File: config.mk
export PLATFORM = sky130hd
export DESIGN_NAME = seven_seg_scanner_flat
export DESIGN_NICKNAME = d
export VERILOG_FILES = /design/src/rtl/seven_seg_if.sv /design/src/rtl/seven_seg_scanner.sv /design/src/flat_wrapper.sv
export SDC_FILE = /design/constraint.sdc
export NUM_CORES = 1
export LEC_CHECK = 0
export CORE_MARGIN = 4
export CORE_UTILIZATION = 43
export DETAILED_ROUTE_END_ITERATION = 12
export DONT_BUFFER_PORTS = 1
export GPL_TIMING_DRIVEN = 0
export PLACE_DENSITY = 0.61
export RECOVER_POWER = 50
export SLEW_MARGIN = 20
export SYNTH_ARGS = -nofsm -noshare
export SYNTH_HDL_FRONTEND = slang
export SYNTH_SLANG_ARGS = --single-unit
File: constraint.sdc
create_clock -name clk -period 2.2 [get_ports clk]
set_clock_uncertainty 0.15 [all_clocks]
set_input_delay 0.22 -clock clk [delete_from_list [all_inputs] [get_ports clk]]
set_output_delay 0.22 -clock clk [all_outputs]
set_load 0.05 [all_outputs]
File: src/rtl/seven_seg_if.sv
// Signal bundle between the display scanner and its client: value/dp load path in,
// multiplexed digit, anode and decimal-point drive out.
interface seven_seg_if;
    logic [15:0] value_in;
    logic [3:0]  dp_in;
    logic        load;
    logic        blank_lz;
    logic [3:0]  digit_out;
    logic [3:0]  an_out;
    logic        dp_out;
    logic        frame_done;

    modport master (
        output value_in, dp_in, load, blank_lz,
        input  digit_out, an_out, dp_out, frame_done
    );

    modport slave (
        input  value_in, dp_in, load, blank_lz,
        output digit_out, an_out, dp_out, frame_done
    );
endinterface

File: src/rtl/seven_seg_scanner.sv
// Four-digit common-anode scan controller: double-buffered value, frame-aligned swap,
// leading-zero blanking and a one-cycle anode dead time between digits.
module seven_seg_scanner #(
    parameter int REFRESH_DIV = 100000
) (
    input  logic       clk,
    input  logic       rst_n,
    seven_seg_if.slave bus
);
    localparam int CNT_W = $clog2(REFRESH_DIV);

    typedef enum logic [1:0] {DIG0, DIG1, DIG2, DIG3} digit_e;

    logic [CNT_W-1:0] cnt_reg, cnt_next;
    logic             tick;
    digit_e           state_reg, state_next;
    logic [1:0]       idx;
    logic             swap;

    logic [15:0] pend_val_reg, act_val_reg;
    logic [3:0]  pend_dp_reg, act_dp_reg;
    logic        pend_valid_reg;
    logic        idx_moved_reg;

    logic [3:0]  digit_reg, digit_next;
    logic [3:0]  an_reg, an_next;
    logic        dp_reg, dp_next;
    logic        frame_done_reg;

    logic [3:0]  nib [4];
    logic [3:0]  blank_vec;

    assign idx  = state_reg;
    assign swap = tick && (state_reg == DIG3);

    always_comb begin
        tick     = (cnt_reg == CNT_W'(REFRESH_DIV - 1));
        cnt_next = tick ? '0 : cnt_reg + 1'b1;
    end

    always_comb begin
        state_next = state_reg;
        if (tick) begin
            case (state_reg)
                DIG0:    state_next = DIG1;
                DIG1:    state_next = DIG2;
                DIG2:    state_next = DIG3;
                default: state_next = DIG0;
            endcase
        end
    end

    // A digit k>0 is blanked when it and every more significant nibble are zero.
    genvar gi;
    generate
        for (gi = 0; gi < 4; gi++) begin : g_digit
            assign nib[gi] = act_val_reg[gi*4 +: 4];
            if (gi == 0) begin : g_lsd
                assign blank_vec[gi] = 1'b0;
            end else begin : g_msd
                assign blank_vec[gi] = bus.blank_lz && (act_val_reg[15:gi*4] == '0);
            end
        end
    endgenerate

    // dp follows the anode so it is never asserted while all anodes are off.
    always_comb begin
        digit_next = nib[idx];
        an_next    = ~(4'b0001 << idx);
        dp_next    = ~act_dp_reg[idx];
        if (idx_moved_reg || blank_vec[idx]) begin
            an_next = 4'b1111;
            dp_next = 1'b1;
        end
    end

    always_ff @(posedge clk or negedge rst_n) begin
        if (!rst_n) begin
            cnt_reg        <= '0;
            state_reg      <= DIG0;
            idx_moved_reg  <= 1'b0;
            pend_val_reg   <= '0;
            pend_dp_reg    <= '0;
            pend_valid_reg <= 1'b0;
            act_val_reg    <= '0;
            act_dp_reg     <= '0;
            digit_reg      <= '0;
            an_reg         <= 4'b1111;
            dp_reg         <= 1'b1;
            frame_done_reg <= 1'b0;
        end else begin
            cnt_reg        <= cnt_next;
            state_reg      <= state_next;
            idx_moved_reg  <= tick;
            digit_reg      <= digit_next;
            an_reg         <= an_next;
            dp_reg         <= dp_next;
            frame_done_reg <= swap;
            if (swap && pend_valid_reg) begin
                act_val_reg <= pend_val_reg;
                act_dp_reg  <= pend_dp_reg;
            end
            // A load on the swap edge refills pending after the old value moved out.
            if (bus.load) begin
                pend_val_reg   <= bus.value_in;
                pend_dp_reg    <= bus.dp_in;
                pend_valid_reg <= 1'b1;
            end else if (swap) begin
                pend_valid_reg <= 1'b0;
            end
        end
    end

    assign bus.digit_out  = digit_reg;
    assign bus.an_out     = an_reg;
    assign bus.dp_out     = dp_reg;
    assign bus.frame_done = frame_done_reg;
endmodule

File: src/flat_wrapper.sv
// flat-port wrapper written by rule: the top's interface ports become plain ports
module seven_seg_scanner_flat 
#(
    parameter int REFRESH_DIV = 100000
)
  (clk, rst_n, bus_value_in, bus_dp_in, bus_load, bus_blank_lz, bus_digit_out, bus_an_out, bus_dp_out, bus_frame_done);
  seven_seg_if bus_i ();
  input  logic clk;
  input  logic rst_n;
  input wire logic [$bits(bus_i.value_in)-1:0] bus_value_in;
  input wire logic [$bits(bus_i.dp_in)-1:0] bus_dp_in;
  input wire logic [$bits(bus_i.load)-1:0] bus_load;
  input wire logic [$bits(bus_i.blank_lz)-1:0] bus_blank_lz;
  output wire logic [$bits(bus_i.digit_out)-1:0] bus_digit_out;
  output wire logic [$bits(bus_i.an_out)-1:0] bus_an_out;
  output wire logic [$bits(bus_i.dp_out)-1:0] bus_dp_out;
  output wire logic [$bits(bus_i.frame_done)-1:0] bus_frame_done;
  assign bus_i.value_in = bus_value_in;
  assign bus_i.dp_in = bus_dp_in;
  assign bus_i.load = bus_load;
  assign bus_i.blank_lz = bus_blank_lz;
  assign bus_digit_out = bus_i.digit_out;
  assign bus_an_out = bus_i.an_out;
  assign bus_dp_out = bus_i.dp_out;
  assign bus_frame_done = bus_i.frame_done;
  seven_seg_scanner #(.REFRESH_DIV(REFRESH_DIV)) u_core (.clk(clk), .rst_n(rst_n), .bus(bus_i));
endmodule
Yosys cells after proc, flatten, opt, wreduce, memory -nomap -nowiden:

Cells that the tools add are included.

* $add $sub $neg: 1
* $lt $le $gt $ge: 2
* equal/unequal tests: 4
* shifts and indexed selects: 1
* multiplexer cells: 13
* bitwise operators: 3
* reduce and logical (&&, ||, !) cells: 11

Operators by type and width (number)
* adder 17 x 1 -> 17 bit, second input constant: 1
* == test 17 bit, second input constant: 1
* two-way mux 17 bit: 1
* zero test 12 bit: 1
* two-way mux 4 bit: 3
* binary-select mux 4 bit (select 2 bit): 1
* zero test 8 bit: 1
* one-hot mux 2 bit (3 select lines): 1
* logical AND 1 bit: 5
* two-way mux 1 bit: 5
* binary-select mux 1 bit (select 2 bit): 2
* == test 2 bit, second input constant: 2
* zero test 4 bit: 1
* NOT 4 bit: 1
* left shift 1 x 2 -> 4 bit, first input constant: 1
* >= comparator 3 bit, second input constant: 1
* less-than comparator 2 x 3 -> 1 bit, second input constant: 1
* NOT 2 -> 3 bit: 1
* == test 2 x 1 -> 1 bit, second input constant: 1
* zero test 2 bit: 1
* nonzero test 2 bit: 1
* logical OR 1 bit: 1
* NOT 1 bit: 1

* flip-flop bits (word level): 71
* bits of input ports: 24
* output and inout port bits: 10
* logic and storage cells: 47

Depth between registers and ports, before layout:

Gate-level depths: netlist of the first run.

* word-level depth: 6
* gate-level depth with buffers: 7
* mapped depth without buffers: 6

Worst setup path after synthesis of the first run:

OpenSTA, ideal clock, no wires.

* path type: reg2reg
* start: reg u_core.cnt_reg[0]
* end: reg u_core.act_val_reg[10]
* setup time: 0.127 ns
* data arrival time: 1.807 ns
* required time: 1.923 ns
* setup slack: 0.115 ns
* cell stages (with the launch flop): 7
* buffers on the path: 1
* period minus slack after synthesis: 2.085 ns
* cell sequence: dfrtp_1 > ha_1 > nand4b_1 > nor4_4 > and3_4 > buf_12 > mux2_1

* longest elaborated chain between the ends: 3

Ends and longest elaborated chain
* start, declared: RTL line seven_seg_scanner.sv:14 `logic [CNT_W-1:0] cnt_reg, cnt_next;`
* start signal, assigned: RTL line seven_seg_scanner.sv:92 `cnt_reg <= cnt_next;`
* == test 17 bit: RTL line seven_seg_scanner.sv:37 `tick = (cnt_reg == CNT_W'(REFRESH_DIV - 1));`
* logical AND 1 bit: RTL line seven_seg_scanner.sv:34 `assign swap = tick && (state_reg == DIG3);`
* logical AND 1 bit: RTL line seven_seg_scanner.sv:99 `if (swap && pend_valid_reg) begin`
* end signal, assigned: RTL line seven_seg_scanner.sv:100 `act_val_reg <= pend_val_reg;`
* end, declared: RTL line seven_seg_scanner.sv:20 `logic [15:0] pend_val_reg, act_val_reg;`

No other way between the ends.
A chain may end at the register's enable or synchronous reset.

Worst setup path after layout of the first run:

* start: reg u_core.cnt_reg[11]
* end: reg u_core.act_val_reg[8]

Same word-level chain as after synthesis.

==> reports/metrics.yaml, run 1 <==
max_freq_mhz: 486
wl_microns: 5160
netlist_area_sq_um: 3040
synthMuxAreaShare_pct: 21.4
grt_use_met3_pct: 5.66
dieArea_sq_um: 8480
synth-xor-area-share_pct: 3.46
cts_buffers: 9
setup.worst_path.end: "u_core.act_val_reg[8]$_DFFE_PN0P_"
async_flop_share_pct: 100
antenna_found_initial: 0
fp.dieW_microns: 92.1
syn_to_final_growth_pct: 19.8
core_sq_um: 6830
swShare_pct: 20.8
slew_viol_final: 0
hold_slack_ns: 0.0371
critPathLaunchType: "register"
power_frac_seq_pct: 50.0
ys_seq_area_share_pct: 58.6
clkLatencyLatePin_ns: 0.35
worstPathRequired_ns: 2.29
combPwrFrac_pct: 3.9
cts.sink_count: 71
drc_errors: 0
power.leakage_nw: 1.60
end_kind: "register"
drive_gt1_share_pct: 30.1
grt_max_degree: 72
gp_congestion: 0.788
grt_setup_unrepaired: "no"
path_clk_slew_ns: 0.07
cp.arrival_ns: 2.14
fp.dieH_microns: 92.1
detail_route.first_pass.iterations: 3
synth-compound-area-share_pct: 1.32
post_synth_num_cell_types: 36
status: "finished, final reports clean"
grt_usage_pct: 13.7
port_buffers: 0
worst_pin_slew_ns: 0.942
drtAntennaViolNets: 0
power_density_nw_per_um2: 749
synth-main-ff-cell: "dfrtp_1"
dpl.hpwl_microns: 3490
cp-startpoint: "u_core.cnt_reg[11]$_DFF_PN0_"
drt-initial-drc-count: 98
grt_pass1_vias: 1768
hold_path_class: "in -> reg"
vias_per_cell: 4.90
cts_tree: "yes"
largest_reg_flops: 17
post_drt_wl_per_cell_microns: 15.1
synth_edf_count: 0
ir_worst_vdd_mv: 0.397
synth-seq-cells: 71
row_count: 30
synthSimpleGateAreaFrac_pct: 10.5
finalSetupViolCount: 0
cap_violations: 0
grt_pass1_wl_microns: 8910
r2r_end: "u_core.act_val_reg[8]$_DFFE_PN0P_"
slew_headroom_pct: 37.2
critPathKind: "reg -> reg"
p_total_mw: 2.73
io_pins: 34
placed_area_sq_um: 3160
yosysWarnings: 0
cts-htree-levels: 3
use_met2_pct: 18.1
r2r_setup_slack_ns: 0.14
finalCritPeriodShare_pct: 93.5
start_util_pct: 44.5
final_area_sq_um: 3640
diodes: 0
timing_hold_violations_final: 0
period_needed_ns: 2.06
grt-ovfl-total: 0
cts_buffer_depth: 2
nets: 270
root_buffer: "clkbuf_8"
syn-num-nets: 235
p_int_mw: 2.16
gr-usage-met1_pct: 20.1
vias: 1677
syn_avg_cell_area_sq_um: 14.8
fin_setup_tns_ns: 0
dp.cells: 302
synth_fa_ha_area_share_pct: 2.06
synth_top_family_by_area: "multiplexers"
synthCells: 206
power.switching_mw: 0.567
reg2reg_from: "u_core.cnt_reg[11]$_DFF_PN0_"
worst_r2r_path_depth: 5
crit_fanout: 10
power_frac_clock_pct: 46.2
instances_no_fill: 342
busiest_layer: "met1"
through the flow:
| stage | util [%] | setup slack [ns] |
|---|---|---|
| global route | 53.3 | 0.0271 |
| global placement | 46.3 | -0.109 |
| CTS | 53.6 | 0.130 |
| finish | 53.3 | 0.143 |
| detailed placement | 46.3 | -0.131 |
| floorplan | - | 0.115 |
area by class of cell:
type / count / area (sq um)
Buffer: 6 / 57.6
Clock buffer: 9 / 124
Clock inverter: 7 / 120
Fill cell: 589 / 3190
Inverter: 6 / 22.5
Multi-Input combinational cell: 123 / 1180
Sequential cell: 71 / 1780
Tap cell: 96 / 120
Timing Repair Buffer: 24 / 235
synth_stat cells (3+ instances only):
master / count / area share (%)
ha_1: 5 / 2.1
dfrtp_1: 66 / 54
inv_1: 6 / 0.74
nand3_1: 8 / 1.3
nand3b_1: 5 / 1.2
nand4bb_1: 3 / 1.1
xor2_1: 3 / 0.86
nor2_1: 10 / 1.2
nor3_1: 3 / 0.49
nand4_1: 3 / 0.62
mux4_2: 5 / 3.7
mux2_2: 20 / 7.4
nor4_1: 3 / 0.62
dfstp_2: 5 / 4.3
o21ai_0: 3 / 0.49
xnor2_1: 9 / 2.6
nand2_1: 6 / 0.74
mux2_4: 18 / 8.9
worst min path at each step:
stage / from / endpoint / cells after the start
after floorplan: rst_n / u_core.act_dp_reg[0]$_DFFE_PN0P_ / 0
after global placement: rst_n / u_core.bus.frame_done$_DFF_PN0_ / 0
after detailed placement: rst_n / u_core.bus.frame_done$_DFF_PN0_ / 0
after CTS: bus_blank_lz / u_core.bus.an_out[2]$_DFF_PN1_ / 2
after global routing: bus_blank_lz / u_core.bus.an_out[3]$_DFF_PN1_ / 2
final: bus_blank_lz / u_core.bus.an_out[3]$_DFF_PN1_ / 2
power groups by stage:
stage | registers [mW] | logic, mW | clock network (mW)
2_1_floorplan | 1.38 | 0.0450 | 0
4_1_cts | 1.36 | 0.114 | 1.30
3_5_place_dp | 1.39 | 0.0496 | 0
3_3_place_gp | 1.39 | 0.0483 | 0
5_1_grt | 1.37 | 0.119 | 1.36
6_report | 1.36 | 0.105 | 1.26
critical path: stages, from the launching register on:
cell and delay (ns):
dfrtp_1 0.43, nand4bb_1 0.26, nor4_4 0.35, and3_4 0.27, buf_12 0.15, mux2_1 0.32
what timing repair did:
item | 4_1_cts | 5_1_grt
gates resized for setup | 0 | 1
pin swaps | 1 | 0
setup endpoints to repair | 20 | 1
hold buffers | 23 | 0
setup buffers | 1 | 0
endpoints found under the hold margin | 91 | 0
metal layers:
layer / routed length, microns / vias to the layer above / part of all wire (%)
met5: 0 / - / 0
met4: 42 / 0 / 0.81
met3: 240 / 7 / 4.6
met2: 2300 / 33 / 44
met1: 2580 / 835 / 50
li1: - / 802 / -
cell usage in the layout (no fill, tap or decap), types with 2 or more instances in the layout:
cell type      instances
nand3_1                8
nor3_1                 3
clkbuf_1               2
buf_12                 2
nand2b_1               2
dfrtp_1               66
clkbuf_8               9
mux2_1                 2
xor2_1                 3
nand3b_1               5
mux2_2                20
bufinv_16              3
ha_1                   4
nand4bb_1              3
buf_2                  2
nor2_1                10
nand4_1                3
o21ai_0                3
xnor2_1                9
mux2_4                18
mux2i_1                2
dfstp_2                5
mux4_2                 5
nand2_1                6
dlygate4sd3_1         22
inv_1                  6
nor4_1                 3
a21oi_1                2
cell families (layout without fill, tap and decap cells):
logic type / Yosys count / after routing
flops: 71 / 71
mux: 47 / 47
fa+ha+maj: 5 / 5
compound gates: 7 / 7
buf+inv: 12 / 52
xor+xnor: 12 / 12
simple gates: 52 / 52
(Power assumes the default switching activity.)
==> run 2: changes to the inputs <==
==> constraint.sdc (replaced) <==
create_clock -name clk -period 2.2 [get_ports clk]
set_clock_uncertainty 0.15 [all_clocks]
set_input_delay 0.11 -clock clk [delete_from_list [all_inputs] [get_ports clk]]
set_output_delay 0.11 -clock clk [all_outputs]
set_load 0.05 [all_outputs]
==> run 2 against run 1 <==
- the flow now finishes with violations (max-capacitance violations, max-slew violations)
- critical path depth stayed put
- worst setup slack barely moved
- total power hardly changed
- combinational power hardly changed
==> reports/metrics.yaml, run 2 (synthesis results as in run 1) <==
cts_buffers: 9  # unchanged
ir_worst_vdd_mv: 0.398  # about the same
fillers: 589  # unchanged
root_buffer: "clkbuf_8"
cts_buffer_depth: 2  # unchanged
fp.dieH_microns: 92.1  # unchanged
finalCritPeriodShare_pct: 93.5  # about the same
io_pins: 34  # unchanged
fin_setup_tns_ns: 0  # unchanged
cts-htree-levels: 3  # unchanged
end_kind: "register"
vias: 1680  # +0.18%
max_freq_mhz: 486  # about the same
grt-ovfl-total: 0  # unchanged
clkLatencyLatePin_ns: 0.35  # about the same
reg2reg_from: "u_core.cnt_reg[11]$_DFF_PN0_"
power.leakage_nw: 1.61  # +0.22%
status: "complete, but fails checks"
wl_microns: 5160  # about the same
vias_per_cell: 4.90  # -0.11%
worstPathRequired_ns: 2.29  # about the same
largest_reg_flops: 17  # unchanged
p_int_mw: 2.16  # about the same
power_frac_seq_pct: 49.9  # about the same
critPathKind: "reg -> reg"
hold_path_class: "in -> reg"
gp_congestion: 0.788  # unchanged
violations: "max-capacitance violations, max-slew violations"
row_count: 30  # unchanged
layout.cells.most_common_list: "66 x dfrtp_1, 23 x dlygate4sd3_1, 20 x mux2_2"
grt_pass1_wl_microns: 8930  # +0.24%
dpl.hpwl_microns: 3490  # unchanged
grt_pass1_vias: 1774  # +0.34%
antenna_found_initial: 0  # unchanged
cap_violations: 1  # +1
drt-initial-drc-count: 113  # +15%
port_buffers: 0  # unchanged
slew_viol_final: 72  # +72
power_frac_clock_pct: 46.2  # about the same
dpl_worst_slack_ns: -0.131  # unchanged
fp.dieW_microns: 92.1  # unchanged
power.switching_mw: 0.568  # +0.11%
post_drt_wl_per_cell_microns: 15.0  # -0.39%
power_density_nw_per_um2: 747  # -0.16%
grt_usage_pct: 13.7  # +0.018 points
min_path_cells: 2  # unchanged
hold_slack_ns: 0.0942  # +0.0572 ns
min_from: "bus_load"
dieArea_sq_um: 8480  # unchanged
final_common_cell: "dfrtp_1"
multiInputGateArea_sq_um: 1180  # unchanged
start_util_pct: 44.5  # unchanged
hold_end: "u_core.pend_valid_reg$_DFFE_PN0P_"
grt_setup_unrepaired: "no"
combPwrFrac_pct: 3.9  # about the same
grt_max_degree: 72  # unchanged
final_core_util_pct: 53.4  # +0.11 points
r2r_setup_slack_ns: 0.14  # about the same
swShare_pct: 20.8  # about the same
critPathLaunchType: "register"
slew_headroom_pct: -1.36  # -39 points
nets: 271  # +0.37%
cp.arrival_ns: 2.14  # about the same
worst_r2r_path_depth: 5  # unchanged
drc_errors: 0  # unchanged
cts.sink_count: 71  # unchanged
detail_route.first_pass.iterations: 4  # +1
timing_hold_violations_final: 0  # unchanged
worst_slack_ns: 0.143  # +0.0000580 ns
worst_pin_slew_ns: 1.52  # +0.579 ns
path_clk_slew_ns: 0.07  # about the same
seq_area_sq_um: 1780  # unchanged
period_needed_ns: 2.06  # -0.0000580 ns
drtAntennaViolNets: 0  # unchanged
crit_fanout: 10  # unchanged
syn_to_final_growth_pct: 20.0
diodes: 0  # unchanged
finalSetupViolCount: 0  # unchanged
core_sq_um: 6830  # unchanged
drive_gt1_share_pct: 30.0  # -0.12 points
cts_tree: "yes"
r2r_end: "u_core.act_val_reg[8]$_DFFE_PN0P_"
-- run 2: cell count changes in the layout (fill, tap and decap cells not counted) --
cell	before	now
buf_2	2	3
dlygate4sd3_1	22	23
clkbuf_4	1	0
-- run 2: worst max path at each step --
stage / from / slack (ns) / to / cells after the start
after global routing: u_core.cnt_reg[0]$_DFF_PN0_ / 0.03 / u_core.act_val_reg[8]$_DFFE_PN0P_ / 6
after global placement: u_core.cnt_reg[0]$_DFF_PN0_ / -0.11 / u_core.act_val_reg[10]$_DFFE_PN0P_ / 6
after floorplan: u_core.cnt_reg[0]$_DFF_PN0_ / 0.12 / u_core.act_val_reg[10]$_DFFE_PN0P_ / 6
after detailed placement: u_core.cnt_reg[0]$_DFF_PN0_ / -0.13 / u_core.act_val_reg[8]$_DFFE_PN0P_ / 6
after CTS: u_core.cnt_reg[11]$_DFF_PN0_ / 0.13 / u_core.act_val_reg[8]$_DFFE_PN0P_ / 5
final: u_core.cnt_reg[11]$_DFF_PN0_ / 0.14 / u_core.act_val_reg[8]$_DFFE_PN0P_ / 5
-- run 2: area by class of cell --
| class | count | share of cell area [%] |
|---|---|---|
| inverters | 6 | 0.617 |
| repair buffers | 25 | 6.65 |
| plain buffers | 6 | 1.58 |
| well taps | 96 | 3.29 |
| clock buffers | 9 | 3.39 |
| clock inverters | 7 | 3.29 |
| flip-flops and latches | 71 | 48.8 |
| multi-input cells | 123 | 32.4 |
-- run 2: power groups by stage --
stage	logic (mW)	clock network (mW)	registers [mW]
after CTS	0.115	1.30	1.36
after global placement	0.0483	0	1.39
final	0.106	1.26	1.36
after detailed placement	0.0496	0	1.39
after floorplan	0.0450	0	1.38
after global routing	0.120	1.36	1.37
-- run 2: repair_timing --
action,in CTS,in global routing
setup endpoints to repair,20,1
endpoints found under the hold margin,96,0
pin swaps,1,0
buffers inserted,1,0
hold buffers,24,0
cloned,0,0
gates resized for setup,0,1
-- run 2: per-stage QoR --
stage	instances	instance area, sq um	total power, mW
2_1_floorplan	206	3040	1.42
3_3_place_gp	302	3160	1.44
3_5_place_dp	302	3160	1.44
4_1_cts	343	3670	2.78
5_1_grt	343	3650	2.85
6_report	343	3650	2.73
-- run 2: per-layer routing --
metal,track usage [%],vias up,share of wire [%]
met3,5.66,7,4.7
met4,4.95,0,0.81
met2,18.1,33,44
li1,-,803,-
met1,20.1,837,50
met5,0,-,0
-- run 2: critical path, cell delays in order, from the launching register on --
cell       delay [ns]
dfrtp_1          0.43
nand4bb_1        0.26
nor4_4           0.35
and3_4           0.27
buf_12           0.15
mux2_1           0.32
==> run 3: changes to the inputs <==
--- a/config.mk
+++ b/config.mk
@@ -10,7 +10,7 @@
 export DETAILED_ROUTE_END_ITERATION = 12
 export DONT_BUFFER_PORTS = 1
 export GPL_TIMING_DRIVEN = 0
-export PLACE_DENSITY = 0.61
+export PLACE_DENSITY = 0.66
 export RECOVER_POWER = 50
 export SLEW_MARGIN = 20
 export SYNTH_ARGS = -nofsm -noshare
==> run 3 against run 2 <==
- register-to-register slack hardly changed
- clock power decreased by 17%
- total power fell by 7.5%
- critical path type unchanged
- cell count stayed put
- non-clock buffer count did not move
- die area is the same
- the flow still finishes with violations (max-capacitance violations, max-slew violations)
- critical path depth increased by 1
- via count is 2.9% higher
- sequential share of layout area rose by 0.56 points
- worst setup slack worse by 0.0036 ns
==> reports/metrics.yaml, run 3 (synthesis results as in run 1) <==
seq_area_sq_um: 1780  # unchanged
gp_congestion: 0.776  # -1.5%
post_drt_wl_per_cell_microns: 15.1  # +0.66%
cp-startpoint: "u_core.cnt_reg[0]$_DFF_PN0_"
multiInputGateArea_sq_um: 1180  # -0.21%
final_core_util_pct: 52.8  # -0.60 points
wl_microns: 5190  # +0.66%
hold_path_class: "in -> reg"
fp.dieH_microns: 92.1  # unchanged
drive_gt1_share_pct: 29.6  # -0.40 points
drtAntennaViolNets: 0  # unchanged
p_total_mw: 2.52  # -7.5%
slew_viol_final: 71  # -1.4%
r2r_end: "u_core.act_val_reg[10]$_DFFE_PN0P_"
fin_setup_tns_ns: 0  # unchanged
path_clk_slew_ns: 0.08  # about the same
start_util_pct: 44.5  # unchanged
cap_violations: 1  # unchanged
r2r_setup_slack_ns: 0.14  # about the same
layout.cells.most_common_list: "66 x dfrtp_1, 23 x dlygate4sd3_1, 20 x mux2_2"
grt_pass1_wl_microns: 8790  # -1.5%
cts_tree: "yes"
worst_pin_slew_ns: 1.51  # -0.00986 ns
crit_fanout: 10  # unchanged
status: "complete, but fails checks"
cts.repair.resized: 0  # unchanged
hold_slack_ns: 0.133  # +0.0390 ns
fp.dieW_microns: 92.1  # unchanged
diodes: 0  # unchanged
antenna_found_initial: 0  # unchanged
grt_setup_unrepaired: "no"
clkLatencyLatePin_ns: 0.34  # about the same
drc_errors: 0  # unchanged
critPathKind: "reg -> reg"
setup.worst_path.end: "u_core.act_val_reg[10]$_DFFE_PN0P_"
largest_reg_flops: 17  # unchanged
critPathLaunchType: "register"
finalSetupViolCount: 0  # unchanged
root_buffer: "clkbuf_8"
row_count: 30  # unchanged
ir_worst_vdd_mv: 0.424  # +6.7%
reg2reg_from: "u_core.cnt_reg[0]$_DFF_PN0_"
slew_headroom_pct: -0.701  # +0.66 points
power_density_nw_per_um2: 699  # -6.5%
core_sq_um: 6830  # unchanged
io_pins: 34  # unchanged
max_freq_mhz: 485  # -0.18%
period_needed_ns: 2.06  # +0.00361 ns
port_buffers: 0  # unchanged
nets: 271  # unchanged
violations: "max-capacitance violations, max-slew violations"
syn_to_final_growth_pct: 18.7
cts.sink_count: 71  # unchanged
worst_r2r_path_depth: 6  # +1
grt_pass1_vias: 1758  # -0.90%
dpl.hpwl_microns: 3560  # +2.1%
end_kind: "register"
final_area_sq_um: 3610  # -1.1%
fillers: 595  # +1.0%
worstPathRequired_ns: 2.27  # -0.02 ns
timing_hold_violations_final: 0  # unchanged
detail_route.first_pass.iterations: 4  # unchanged
vias_per_cell: 5.04  # +2.9%
vias: 1728  # +2.9%
placed_area_sq_um: 3160  # unchanged
cp.arrival_ns: 2.13  # about the same
grt-ovfl-total: 0  # unchanged
min_from: "bus_load"
final_common_cell: "dfrtp_1"
grt_max_degree: 72  # unchanged
grt_usage_pct: 13.4  # -0.34 points
cts_buffers: 9  # unchanged
cts-htree-levels: 3  # unchanged
drt-initial-drc-count: 118  # +4.4%
finalCritPeriodShare_pct: 93.7  # +0.16 points
dieArea_sq_um: 8480  # unchanged
cts_buffer_depth: 2  # unchanged
power.leakage_nw: 1.59  # -1.2%
run 3: layer usage:
metal  up-vias  global-route usage [%]  share of wire (%)
met5         -                       0                  0
met3        10                    3.36                4.9
met4         0                    6.81                1.9
met2        47                    18.2                 44
li1        808                       -                  -
met1       863                    19.7                 50
run 3: power breakdown:
group          internal (mW)  switching [mW]
logic                 0.0630          0.0445
registers               1.34          0.0207
clock network          0.560           0.493
total                   1.96           0.558
run 3: timing repair:
item | 4_1_cts | 5_1_grt
setup buffers | 1 | 0
setup endpoints to repair | 20 | 0
hold endpoints to repair | 96 | 0
hold buffers | 24 | 0
run 3: final cells by class:
class	count	share of cell area, %
clock inverter	6	1.87
multi-input combinational	123	32.7
timing repair buffer	25	6.72
buffer	6	1.59
sequential	71	49.4
tap	96	3.33
inverter	6	0.624
clock buffer	10	3.81
run 3: through the flow:
stage / instances / worst slack, ns
5_1_grt: 343 / 0.0448
6_report: 343 / 0.140
4_1_cts: 343 / 0.114
3_5_place_dp: 302 / -0.120
2_1_floorplan: 206 / 0.115
3_3_place_gp: 302 / -0.105
run 3: how the worst min path moves through the flow:
stage                                   endpoint  slack (ns)  depth (start not counted)
6_report       u_core.pend_valid_reg$_DFFE_PN0P_        0.13                          2
5_1_grt        u_core.pend_valid_reg$_DFFE_PN0P_        0.15                          2
4_1_cts        u_core.pend_valid_reg$_DFFE_PN0P_        0.12                          2
3_5_place_dp     u_core.bus.frame_done$_DFF_PN0_       -0.33                          0
3_3_place_gp     u_core.bus.frame_done$_DFF_PN0_       -0.33                          0
2_1_floorplan   u_core.act_dp_reg[0]$_DFFE_PN0P_       -0.34                          0
run 3: worst max-delay path: stages (launching register included):
cell and delay, ns:
dfrtp_1 0.40, ha_1 0.26, nand4b_1 0.17, nor4_4 0.22
and3_4 0.27, buf_12 0.15, mux2_1 0.32
